===== src/rtl/adder_arb_pkg.sv =====
// Shared types for adder_arbiter: output-slot state and the registered response.
// ADDER_ARB_SAT_FLAG_EN adds a saturation flag to the response struct.
package adder_arb_pkg;

    localparam int unsigned DataW = 8;
    localparam int unsigned NReq  = 4;
    localparam int unsigned IdW   = $clog2(NReq);

    typedef enum logic [0:0] {
        StEmpty,
        StFull
    } out_state_e;

    // Sized from the package constants; the top's parameter defaults come from here too.
    typedef struct packed {
        logic [IdW-1:0]   id;
        logic [DataW-1:0] sum;
`ifdef ADDER_ARB_SAT_FLAG_EN
        logic             sat;
`endif
    } resp_t;

endpackage


===== src/rtl/adder.sv =====
// Combinational saturating signed adder; sat_o flags that the sum was clamped.
module adder #(
    parameter int unsigned DATAW = 8
) (
    input  logic signed [DATAW-1:0] a_i,
    input  logic signed [DATAW-1:0] b_i,
    output logic signed [DATAW-1:0] sum_o,
    output logic                    sat_o
);

    logic [DATAW:0] ext;

    always_comb begin
        ext   = {a_i[DATAW-1], a_i} + {b_i[DATAW-1], b_i};
        // Overflow iff the two top bits of the widened sum disagree.
        sat_o = ext[DATAW] ^ ext[DATAW-1];
        sum_o = ext[DATAW-1:0];
        if (sat_o) begin
            sum_o = {ext[DATAW], {(DATAW-1){~ext[DATAW]}}};
        end
    end

endmodule


===== src/rtl/adder_arb_rr.sv =====
// Combinational round-robin pick: first valid index at or above ptr_i, wrapping.
module adder_arb_rr #(
    parameter int unsigned NREQ = 4,
    parameter int unsigned IDW  = $clog2(NREQ)
) (
    input  logic [NREQ-1:0] valid_i,
    input  logic [IDW-1:0]  ptr_i,
    input  logic            en_i,
    output logic [NREQ-1:0] gnt_o,
    output logic [IDW-1:0]  idx_o
);

    always_comb begin
        int unsigned cand;
        logic        found;
        cand  = 0;
        found = 1'b0;
        gnt_o = '0;
        idx_o = '0;
        for (int unsigned i = 0; i < NREQ; i++) begin
            cand = (int'(ptr_i) + i) % NREQ;
            if (!found && valid_i[cand]) begin
                found = 1'b1;
                idx_o = IDW'(cand);
            end
        end
        gnt_o[idx_o] = en_i & found;
    end

endmodule


===== src/rtl/adder_arbiter.sv =====
// Round-robin sharing of one saturating adder between NREQ requesters, one-deep tagged output.
// Optional ADDER_ARB_SAT_FLAG_EN adds resp_sat_o (registered clamp indicator).
module adder_arbiter
    import adder_arb_pkg::*;
#(
    parameter int unsigned DATAW = DataW,
    parameter int unsigned NREQ  = NReq,
    localparam int unsigned IDW  = $clog2(NREQ)
) (
    input  logic                       clk_i,
    input  logic                       rst_ni,
    input  logic [NREQ-1:0]            req_valid_i,
    output logic [NREQ-1:0]            req_ready_o,
    input  logic [NREQ-1:0][DATAW-1:0] req_a_i,
    input  logic [NREQ-1:0][DATAW-1:0] req_b_i,
    output logic                       resp_valid_o,
    input  logic                       resp_ready_i,
    output logic [IDW-1:0]             resp_id_o,
`ifdef ADDER_ARB_SAT_FLAG_EN
    output logic                       resp_sat_o,
`endif
    output logic [DATAW-1:0]           resp_sum_o
);

    out_state_e state_q, state_d;
    resp_t      resp_q, resp_d;
    logic [IDW-1:0] ptr_q, ptr_d;

    logic             slot_free;
    logic             any_gnt;
    logic [IDW-1:0]   gnt_idx;
    logic [DATAW-1:0] add_sum;
    logic             add_sat;

    // Gate with reset so no handshake is offered while rst_ni is low.
    assign slot_free = rst_ni & ((state_q == StEmpty) | resp_ready_i);
    assign any_gnt   = |req_ready_o;

    adder_arb_rr #(
        .NREQ (NREQ),
        .IDW  (IDW)
    ) u_rr (
        .valid_i (req_valid_i),
        .ptr_i   (ptr_q),
        .en_i    (slot_free),
        .gnt_o   (req_ready_o),
        .idx_o   (gnt_idx)
    );

    adder #(
        .DATAW (DATAW)
    ) u_adder (
        .a_i   (req_a_i[gnt_idx]),
        .b_i   (req_b_i[gnt_idx]),
        .sum_o (add_sum),
        .sat_o (add_sat)
    );

`ifndef ADDER_ARB_SAT_FLAG_EN
    logic unused_add_sat;
    assign unused_add_sat = add_sat;
`endif

    always_comb begin
        state_d = state_q;
        resp_d  = resp_q;
        ptr_d   = ptr_q;
        if (any_gnt) begin
            state_d    = StFull;
            resp_d.id  = gnt_idx;
            resp_d.sum = add_sum;
`ifdef ADDER_ARB_SAT_FLAG_EN
            resp_d.sat = add_sat;
`endif
            ptr_d = (gnt_idx == IDW'(NREQ - 1)) ? '0 : gnt_idx + 1'b1;
        end else if (state_q == StFull && resp_ready_i) begin
            state_d = StEmpty;
        end
    end

    always_ff @(posedge clk_i or negedge rst_ni) begin
        if (!rst_ni) begin
            state_q <= StEmpty;
            resp_q  <= '0;
            ptr_q   <= '0;
        end else begin
            state_q <= state_d;
            resp_q  <= resp_d;
            ptr_q   <= ptr_d;
        end
    end

    assign resp_valid_o = (state_q == StFull);
    assign resp_id_o    = resp_q.id;
    assign resp_sum_o   = resp_q.sum;
`ifdef ADDER_ARB_SAT_FLAG_EN
    assign resp_sat_o   = resp_q.sat;
`endif

endmodule


===== config.mk =====
export PLATFORM = sky130hd
export DESIGN_NAME = adder_arbiter
export DESIGN_NICKNAME = d
export VERILOG_FILES = /design/src/rtl/adder_arb_pkg.sv /design/src/rtl/adder.sv /design/src/rtl/adder_arb_rr.sv /design/src/rtl/adder_arbiter.sv
export SDC_FILE = /design/constraint.sdc
export NUM_CORES = 1
export LEC_CHECK = 0
export ABC_AREA = 1
export CAP_MARGIN = 20
export CORE_MARGIN = 2
export CORE_UTILIZATION = 49
export CTS_BUF_LIST = sky130_fd_sc_hd__clkbuf_8
export DETAILED_ROUTE_END_ITERATION = 16
export GPL_TIMING_DRIVEN = 0
export PLACE_DENSITY = 0.87
export SYNTH_ARGS = -nofsm -noshare
export SYNTH_HDL_FRONTEND = slang
export SYNTH_SLANG_ARGS = --single-unit

===== constraint.sdc =====
create_clock -name clk_i -period 5.83 [get_ports clk_i]
set_input_delay 1.166 -clock clk_i [delete_from_list [all_inputs] [get_ports clk_i]]
set_output_delay 1.166 -clock clk_i [all_outputs]
set_load 0.005 [all_outputs]

Word level (Yosys, flattened, before mapping):

Index checks and enable logic that the tools add are counted.

* $add $sub $neg: 5
* $lt $le $gt $ge: 6
* equality and inequality tests: 1
* mux-type cells: 26
* bitwise operators: 7
* reduce and logical (&&, ||, !) cells: 10

Operator list (count)
* 8-bit binary-select mux with 2-bit select: 2
* 8-bit 2-to-1 mux: 3
* 2-bit by 3-bit less-than comparator with 1-bit output (second input constant): 5
* 1-bit 2-to-1 mux: 11
* 2-bit 2-to-1 mux: 5
* 8-bit by 8-bit adder with 9-bit output: 1
* 1-bit binary-select mux with 2-bit select: 4
* 1-bit logical AND: 5
* 2-bit by 1-bit adder with 2-bit output (second input constant): 2
* 2-bit adder (second input constant): 2
* 4-bit AND: 1
* 4-bit OR reduction: 1
* 1-bit zero test: 3
* 1-bit AND: 2
* 1-bit demux with 2-bit select: 1
* 2-bit equality test (second input constant): 1
* 2-bit by 1-bit greater-or-equal comparator with 1-bit output (second input constant): 1
* 1-bit inverter: 2
* 2-bit nonzero test: 1
* 1-bit bitwise OR: 1
* 1-bit bitwise XOR: 1

* register bits after elaboration: 13
* input port bits: 71
* logic and storage cells: 59

Logic depth before layout (Yosys ltp):

Gate-level depths: netlist of the first run.

* depth after elaboration: 19
* gate-level depth with buffers: 27
* gate-level depth less buffers: 25

Hierarchy:

From an unflattened synthesis of the first run, not the netlist that was laid out.

* cell total of the unflattened synthesis: 409
* area, all modules: 2187.1 sq um

By module, submodules not included
* adder_arbiter: instances 1, cells each 249, area an instance 1345.0 sq um, seq. area each 325.3 sq um
* adder: instances 1, cells each 86, area an instance 513.0 sq um, seq. area each 0.0 sq um
* adder_arb_rr: instances 1, cells each 74, area an instance 329.1 sq um, seq. area each 0.0 sq um

Worst setup path before layout of the first run:

No wires, ideal clock.

* kind: input-to-reg
* from: input req_valid_i[3]
* to: register resp_q, in the netlist resp_sum_o[3]
* library setup time: 0.117 ns
* arrival time: 3.734 ns
* required time: 5.713 ns
* path slack: 1.979 ns
* cell stages on the path: 25
* buffers on the path: 2
* cell sequence: inv_1 -> nand2_1 -> nand3_1 -> nand2_2 -> nor2_4 -> nand3_2 -> nand2_4 -> nand2_2 -> buf_6 -> buf_6 -> nand2_1 -> nand3_1 -> nand2_1 -> ha_1 -> inv_1 -> fa_1 -> nand3b_1 -> nand2_1 -> nand2_1 -> nand3_1 -> nand2_1 -> nor2_1 -> o21ai_0 -> nand2_1 -> nand2_1

* word-level cells in the longest chain between the ends: 18
* elaborated cells on any way between the ends: 38

Ends and longest elaborated chain
* start, declared: line adder_arbiter.sv:12 `input logic [NREQ-1:0] req_valid_i,`
* branches (longest 18 deep; another with 1-bit binary-select mux with 2-bit select)
* end signal, assigned: line adder_arbiter.sv:88 `resp_q <= resp_d;`
* end, declared: line adder_arbiter.sv:26 `resp_t resp_q, resp_d;`

Parallel ways; which one is timed is not known. The select of a mux whose other input is x is not followed.
A chain may end at the register's enable or synchronous reset.

Worst setup path in the final report of the first run:

* from: input req_valid_i[1]
* to: output req_ready_o[1]

* word-level cells in the longest chain between the ends: 17
* elaborated cells on any way between the ends: 29

Ends and longest elaborated chain
* 1-bit binary-select mux with 2-bit select: line adder_arb_rr.sv:22 `if (!found && valid_i[cand]) begin`
* 1-bit 2-to-1 mux (implied by the code): line adder_arb_rr.sv:22
* 1-bit 2-to-1 mux: line adder_arb_rr.sv:22
* 1-bit zero test: line adder_arb_rr.sv:22
* 1-bit logical AND: line adder_arb_rr.sv:22
* 1-bit 2-to-1 mux: line adder_arb_rr.sv:22
* 1-bit zero test: line adder_arb_rr.sv:22
* 1-bit logical AND: line adder_arb_rr.sv:22
* 1-bit 2-to-1 mux: line adder_arb_rr.sv:22
* 1-bit zero test: line adder_arb_rr.sv:22
* 1-bit logical AND: line adder_arb_rr.sv:22
* 2-bit 2-to-1 mux: line adder_arb_rr.sv:22
* 2-bit by 3-bit less-than comparator with 1-bit output (implied by the code) or 2-bit by 1-bit greater-or-equal comparator with 1-bit output (tied branches): line adder_arb_rr.sv:27 `gnt_o[idx_o] = en_i & found;`
* 1-bit logical AND (implied by the code): line adder_arb_rr.sv:27
* 1-bit 2-to-1 mux (implied by the code): line adder_arb_rr.sv:27
* 1-bit demux with 2-bit select
* 4-bit AND (no source line) *
* end, declared: line adder_arbiter.sv:13 `output logic [NREQ-1:0] req_ready_o,`

Mark *: on every way between the ends. The rest lies on a longest branch, timed or not. The select of a mux whose other input is x is not followed.

==> results of run 1 <==
-- metal layers --
metal / wire length, um / part of all wire / GRT usage
met5: 0 / 0 / 0
met4: 55 / 0.0092 / 0.04403
met2: 2950 / 0.49 / 0.4528
met1: 2641 / 0.44 / 0.2902
met3: 313 / 0.053 / 0.02707
-- registers in the layout, summed over array words and instances, names as in the netlist --
| register | flops |
|---|---|
| resp_valid_o | 1 |
| ptr_q | 2 |
| resp_id_o | 2 |
| resp_sum_o | 8 |
-- cell families after synthesis --
group	count (synthesis)
simple gates	256
flops	13
xor+xnor	5
buf+inv	97
fa+ha+maj	13
compound gates	15
-- layout by cell type, fill, tap and decap left out --
cell / n
a21boi_0: 1
dfrtp_1: 13
fa_1: 1
inv_2: 2
xor2_1: 5
nor2_1: 9
nand2_2: 4
nand3_2: 1
nand3b_1: 17
o211ai_2: 2
nand4_1: 2
a21oi_1: 7
o21ai_1: 1
ha_1: 12
o21ai_0: 3
buf_4: 1
clkbuf_8: 3
nand2_1: 140
a31oi_1: 1
nor3_1: 1
nor2_4: 1
buf_2: 11
clkbuf_1: 3
inv_1: 78
nand3_1: 80
buf_6: 3
nand2_4: 1
clkdlybuf4s50_1: 85
-- cell type report --
type                       instances  area (um^2)
tap                               52        65.06
buffer                            18        107.6
clock inverter                     1        3.754
timing repair buffer              85        850.8
fill                             389         1194
clock buffer                       3        41.29
inverter                          79        296.5
sequential                        13        325.3
multi-input combinational        289         1470
-- final timing paths --
path,end,slack [ns],cells past startpoint
worst max-delay path,req_ready_o[1],1.0,15
worst min-delay path,resp_sum_o[6],0.51,2
worst max register to register,resp_sum_o[3],2.19,24
worst min register to register,resp_sum_o[6],0.51,2
max in group asynchronous,resp_id_o[1],4.15,1
min in group asynchronous,resp_id_o[0],1.30,1
-- through the flow --
| step | std cells | setup slack, ns | hold WS (ns) |
|---|---|---|---|
| global route | 540 | 0.7562 | 0.5412 |
| finish | 540 | 0.9974 | 0.5145 |
| CTS | 540 | 0.9914 | 0.5118 |
| floorplan | 399 | 1.979 | 0.5012 |
| detailed placement | 536 | 0.9958 | 0.4944 |
| global placement | 536 | 1.029 | 0.4963 |
-- worst min-delay path, stage by stage (launching register included) --
cell and delay [ns]:
dfrtp_1 0.35, nand3_1 0.08, nand2_1 0.06
==> impl_metrics.yaml, run 1 <==
yosys:
  synth_mux_area_frac: 0
  yosys.area.top_type: "nand2_1"
  synth_compound_area_frac: 0.04266
  asyncSetResetFlopFracSynth: 1.000
  yosys.area.top_type_share: 0.2389
  synth_seq_cells: 13
  yosysMostFrequentCell: "nand2_1"
  synth-simple-area-share: 0.5284
  synthXorXnorAreaFrac: 0.01991
  syn_area_um2: 2200
  synth_area_per_cell_um2: 5.513
  synth-adder-area-share: 0.07736
  yosysWarningCount: 0
  synth.distinct_cells: 26
  synth-seq-area-share: 0.1479
  syn_inst: 399
  synth_top_family_by_area: "simple AND/OR/NAND/NOR gates"
  synth_nets: 483
  synth_flop_cell: "dfrtp_1"
  ys_top_cells_by_area: "nand2_1 24%, nand3_1 18%, dfrtp_1 15%, inv_1 13%, ha_1 6.8%"
  synth_common_cells: "140 x nand2_1, 80 x nand3_1, 77 x inv_1"
  synth_edf_count: 0
timing:
  finalCritPeriodShare: 0.8289
  rsz0062_at_grt: "false"
  finalHoldViolCount: 0
  final.setup_skew_ns: 0.0006915
  setup_viol: 0
  finalMaxSlewViolations: 0
  period_minus_slack_ns: 4.833
  finalSetupTns_ns: 0
  tightest_slew_ns: 0.5863
  fmax_ghz: 0.2069
  relSlewSlack: 0.6079
setup_path:
  worst-path-buf-inv: 6
  crit_path_max_fanout: 11
  critical_path_class: "in2out"
  critPathCaptureType: "output pin"
  critical_path_arrival_ns: 3.67
  crit_slowest_cell: "clkdlybuf4s50_1"
  slowest_delay_ns: 0.50
  start_kind: "input port"
  crit_chain: "clkdlybuf4s50_1, inv_1, nand2_1, nand3_1, nand2_2, nor2_4, nand3_2, nand3_1, nand2_1, buf_2, buf_2, ha_1, inv_1, nor2_1, clkdlybuf4s50_1"
  crit_required_ns: 4.66
  startpoint: "req_valid_i[1]"
  r2r_start: "ptr_q[0]"
  cp_top_family: "buffers and inverters"
routing:
  drt_iter0_drc: 188
  drc: 0
  vias: 2681
  wire_per_inst_um: 11.04
  dr.pass1.iters: 6
  ant_nets: 0
  via_per_inst: 4.965
  totalWireLength_mm: 5.960
worst_hold_path:
  hp-start: "resp_sum_o[6]"
  min_path_type: "reg2reg"
cells_and_area:
  antenna_cells: 0
  fin_area_um2: 3161
  finish.utilization: 0.7259
  drive_gt1_frac: 0.05943
  fin_nets: 573
  area_growth_pct: 43.69
place:
  gp_congestion: 0.8585
  placed_area_um2: 3115
  port_buffers: 85
  dpl.hpwl_mm: 4.847
clock_network:
  cts.sinks: 13
  cts-root-buf: "clkbuf_8"
  cts_tree: "yes"
  cts.path.max_buffers: 2
  cts-resized-gates: 0
  clock_latency_ns: 0.24
  hold_buffers: 0
  htreeDepth: 1
  cts_buffers: 3
  post_cts_buffers: 0
  cts.clk_slew.worst_paths_ns: 0.06
floorplan:
  dieWidth_um: 71
  core_um2: 4354
  die-area_um2: 5041
  start_util: 0.5052
  io_pins: 86
  dieHeight_um: 71
  rows: 24
flow_run:
  maxCapViolations: 0
grt:
  antenna_found_initial: 0
  overflow: 0
  first_global_vias: 2463
  grt_max_degree: 15
  grt_pass1_wl_mm: 10.16
  grt_usage: 0.2387
run_status:
  status: "finished clean"
Power of run 1 is left out: the tool's default activity adds up to more than one toggle a clock period on the data nets, which glitch-free logic cannot reach.
==> run 2, diff against run 1 <==
--- a/config.mk
+++ b/config.mk
@@ -8,11 +8,11 @@
 export ABC_AREA = 1
 export CAP_MARGIN = 20
 export CORE_MARGIN = 2
-export CORE_UTILIZATION = 49
+export CORE_UTILIZATION = 41
 export CTS_BUF_LIST = sky130_fd_sc_hd__clkbuf_8
 export DETAILED_ROUTE_END_ITERATION = 16
 export GPL_TIMING_DRIVEN = 0
-export PLACE_DENSITY = 0.87
+export PLACE_DENSITY = 0.77
 export SYNTH_ARGS = -nofsm -noshare
 export SYNTH_HDL_FRONTEND = slang
 export SYNTH_SLANG_ARGS = --single-unit
==> constraint.sdc (replaced) <==
create_clock -name clk_i -period 4.22 [get_ports clk_i]
set_input_delay 0.844 -clock clk_i [delete_from_list [all_inputs] [get_ports clk_i]]
set_output_delay 0.844 -clock clk_i [all_outputs]
set_load 0.005 [all_outputs]
==> impl_metrics.yaml, run 2 (synthesis results as in run 1) <==
setup_path:
  crit_slowest_cell: "clkdlybuf4s50_1"
  critical_path_class: "in2out"
  startpoint: "req_valid_i[0]"
  regToRegEndpoint: "resp_sum_o[3]"
  critPathMostFrequentCell: "nor2_1"
  start_kind: "input port"
  crit_path_max_fanout: 11
  slowest_delay_ns: 0.51
  r2r_start: "ptr_q[0]"
  reg2reg_depth: 24
  cp_top_family: "buffers and inverters"
  crit_chain: "clkdlybuf4s50_1, inv_1, nand2_1, nand3_1, nand2_2, nor2_1, nor2_1, nand2_4, nand2_2, buf_6, buf_8, ha_2, inv_1, nor2_1, clkdlybuf4s50_1"
  cp.depth: 15
  worst-path-buf-inv: 6
  critPathCaptureType: "output pin"
  r2r_slack_ns: 0.78
  crit_required_ns: 3.38
  critical_path_arrival_ns: 3.25
floorplan:
  start_util: 0.4279
  core_um2: 5140
  io_pins: 86
  dieWidth_um: 77.25
  dieHeight_um: 77.25
  die-area_um2: 5967
  rows: 26
clock_network:
  cts.clk_slew.worst_paths_ns: 0.05
  cts.path.max_buffers: 2
  clock_latency_ns: 0.24
  cts_buffers: 3
  cts-root-buf: "clkbuf_8"
  cts_tree: "yes"
  htreeDepth: 1
  cts.sinks: 13
run_status:
  status: "finished clean"
timing:
  finalCritPeriodShare: 0.9709
  fmax_ghz: 0.2441
  final.setup_skew_ns: 0.004415
  relSlewSlack: 0.5812
  setup_viol: 0
  period_minus_slack_ns: 4.097
  holdWs_ns: 0.5075
  finalMaxSlewViolations: 0
  tightest_slew_ns: 0.6262
  finalHoldViolCount: 0
  finalSetupTns_ns: 0
cells_and_area:
  drive_gt1_frac: 0.09736
  fin_nets: 578
  mostFrequentLayoutCells: "137 x nand2_1, 83 x clkdlybuf4s50_1, 80 x nand3_1"
  antenna_cells: 0
  largest_reg_flops: 8
  fin_cells: 563
  finish.utilization: 0.6405
  layout_commonest_cell: "nand2_1"
  area_growth_pct: 49.66
grt:
  first_global_vias: 2528
  grt_max_degree: 15
  overflow: 0
  antenna_found_initial: 0
  grt_usage: 0.2056
  grt_pass1_wl_mm: 10.39
worst_hold_path:
  min_path_type: "reg2reg"
  hold_end: "resp_sum_o[2]"
  min_path_cells: 2
  hp-start: "resp_sum_o[2]"
routing:
  totalWireLength_mm: 6.037
  drt_iter0_drc: 105
  vias: 2678
  via_per_inst: 4.757
  drc: 0
  dr.pass1.iters: 4
  ant_nets: 0
  wire_per_inst_um: 10.72
place:
  gp_congestion: 0.8615
  port_buffers: 85
  dpl.cell_count: 554
  dpl.hpwl_mm: 4.966
flow_run:
  maxCapViolations: 0
-- run 2: cell types whose count changed in the layout (fill, tap and decap cells not counted), moves of 2 or more --
cell / delta
clkbuf_1: -2
a21oi_1: -2
clkdlybuf4s50_1: -2
a21oi_2: +2
nand2_2: +2
clkbuf_2: +2
dlymetal6s2s_1: +2
buf_4: +5
ha_1: -3
nand2_1: -3
buf_2: -3
ha_2: +3
buf_6: +2
-- run 2: what timing repair did --
| action | in CTS | in global routing |
|---|---|---|
| setup buffers | 0 | 5 |
| gates resized for setup | 1 | 29 |
| setup endpoints to repair | 1 | 11 |
| hold buffers | 0 | 0 |
| pin swaps | 0 | 7 |
-- run 2: worst max path at each step --
stage | end | slack, ns
final | req_ready_o[2] | 0.12
after CTS | resp_sum_o[2] | 0.07
after global routing | req_ready_o[2] | -0.03
after global placement | resp_sum_o[2] | -0.23
after detailed placement | resp_sum_o[2] | -0.27
after floorplan | resp_sum_o[3] | 0.69
-- run 2: layout make-up --
class	count	area, um^2
Buffer	18	132.6
Clock buffer	3	41.29
Clock inverter	1	3.754
Fill cell	525	1848
Inverter	79	296.5
Multi-Input combinational cell	289	1511
Sequential cell	13	325.3
Tap cell	70	87.58
Timing Repair Buffer	90	893.4
-- run 2: metal layers --
metal,up-vias,global-route usage,part of all wire
li1,1429,-,-
met1,1140,0.2459,0.44
met2,100,0.3774,0.49
met3,9,0.02706,0.062
met4,0,0.06429,0.015
met5,-,0,0
-- run 2: worst reg2reg max path: stages (launching register included) --
cell,delay (ns)
dfrtp_1,0.40
buf_4,0.19
nand2_1,0.09
nand3_1,0.11
nand2_2,0.13
nor2_1,0.06
nor2_1,0.18
nand2_4,0.11
buf_4,0.16
buf_2,0.18
nand3b_1,0.10
nand3_1,0.08
nand2_1,0.09
ha_1,0.16
inv_1,0.05
fa_2,0.34
nand3b_1,0.18
nand2_2,0.10
nand2_1,0.07
nand3_1,0.10
nand2_2,0.11
nor2_4,0.16
o21ai_0,0.10
nand2_1,0.07
nand2_1,0.04
-- run 2: stage by stage --
step | worst slack [ns] | cell area [um^2]
floorplan | 0.6907 | 2200
global placement | -0.2302 | 3138
detailed placement | -0.2706 | 3138
CTS | 0.06887 | 3186
global route | -0.02813 | 3292
finish | 0.1228 | 3292
Power of run 2 is left out for the same reason.
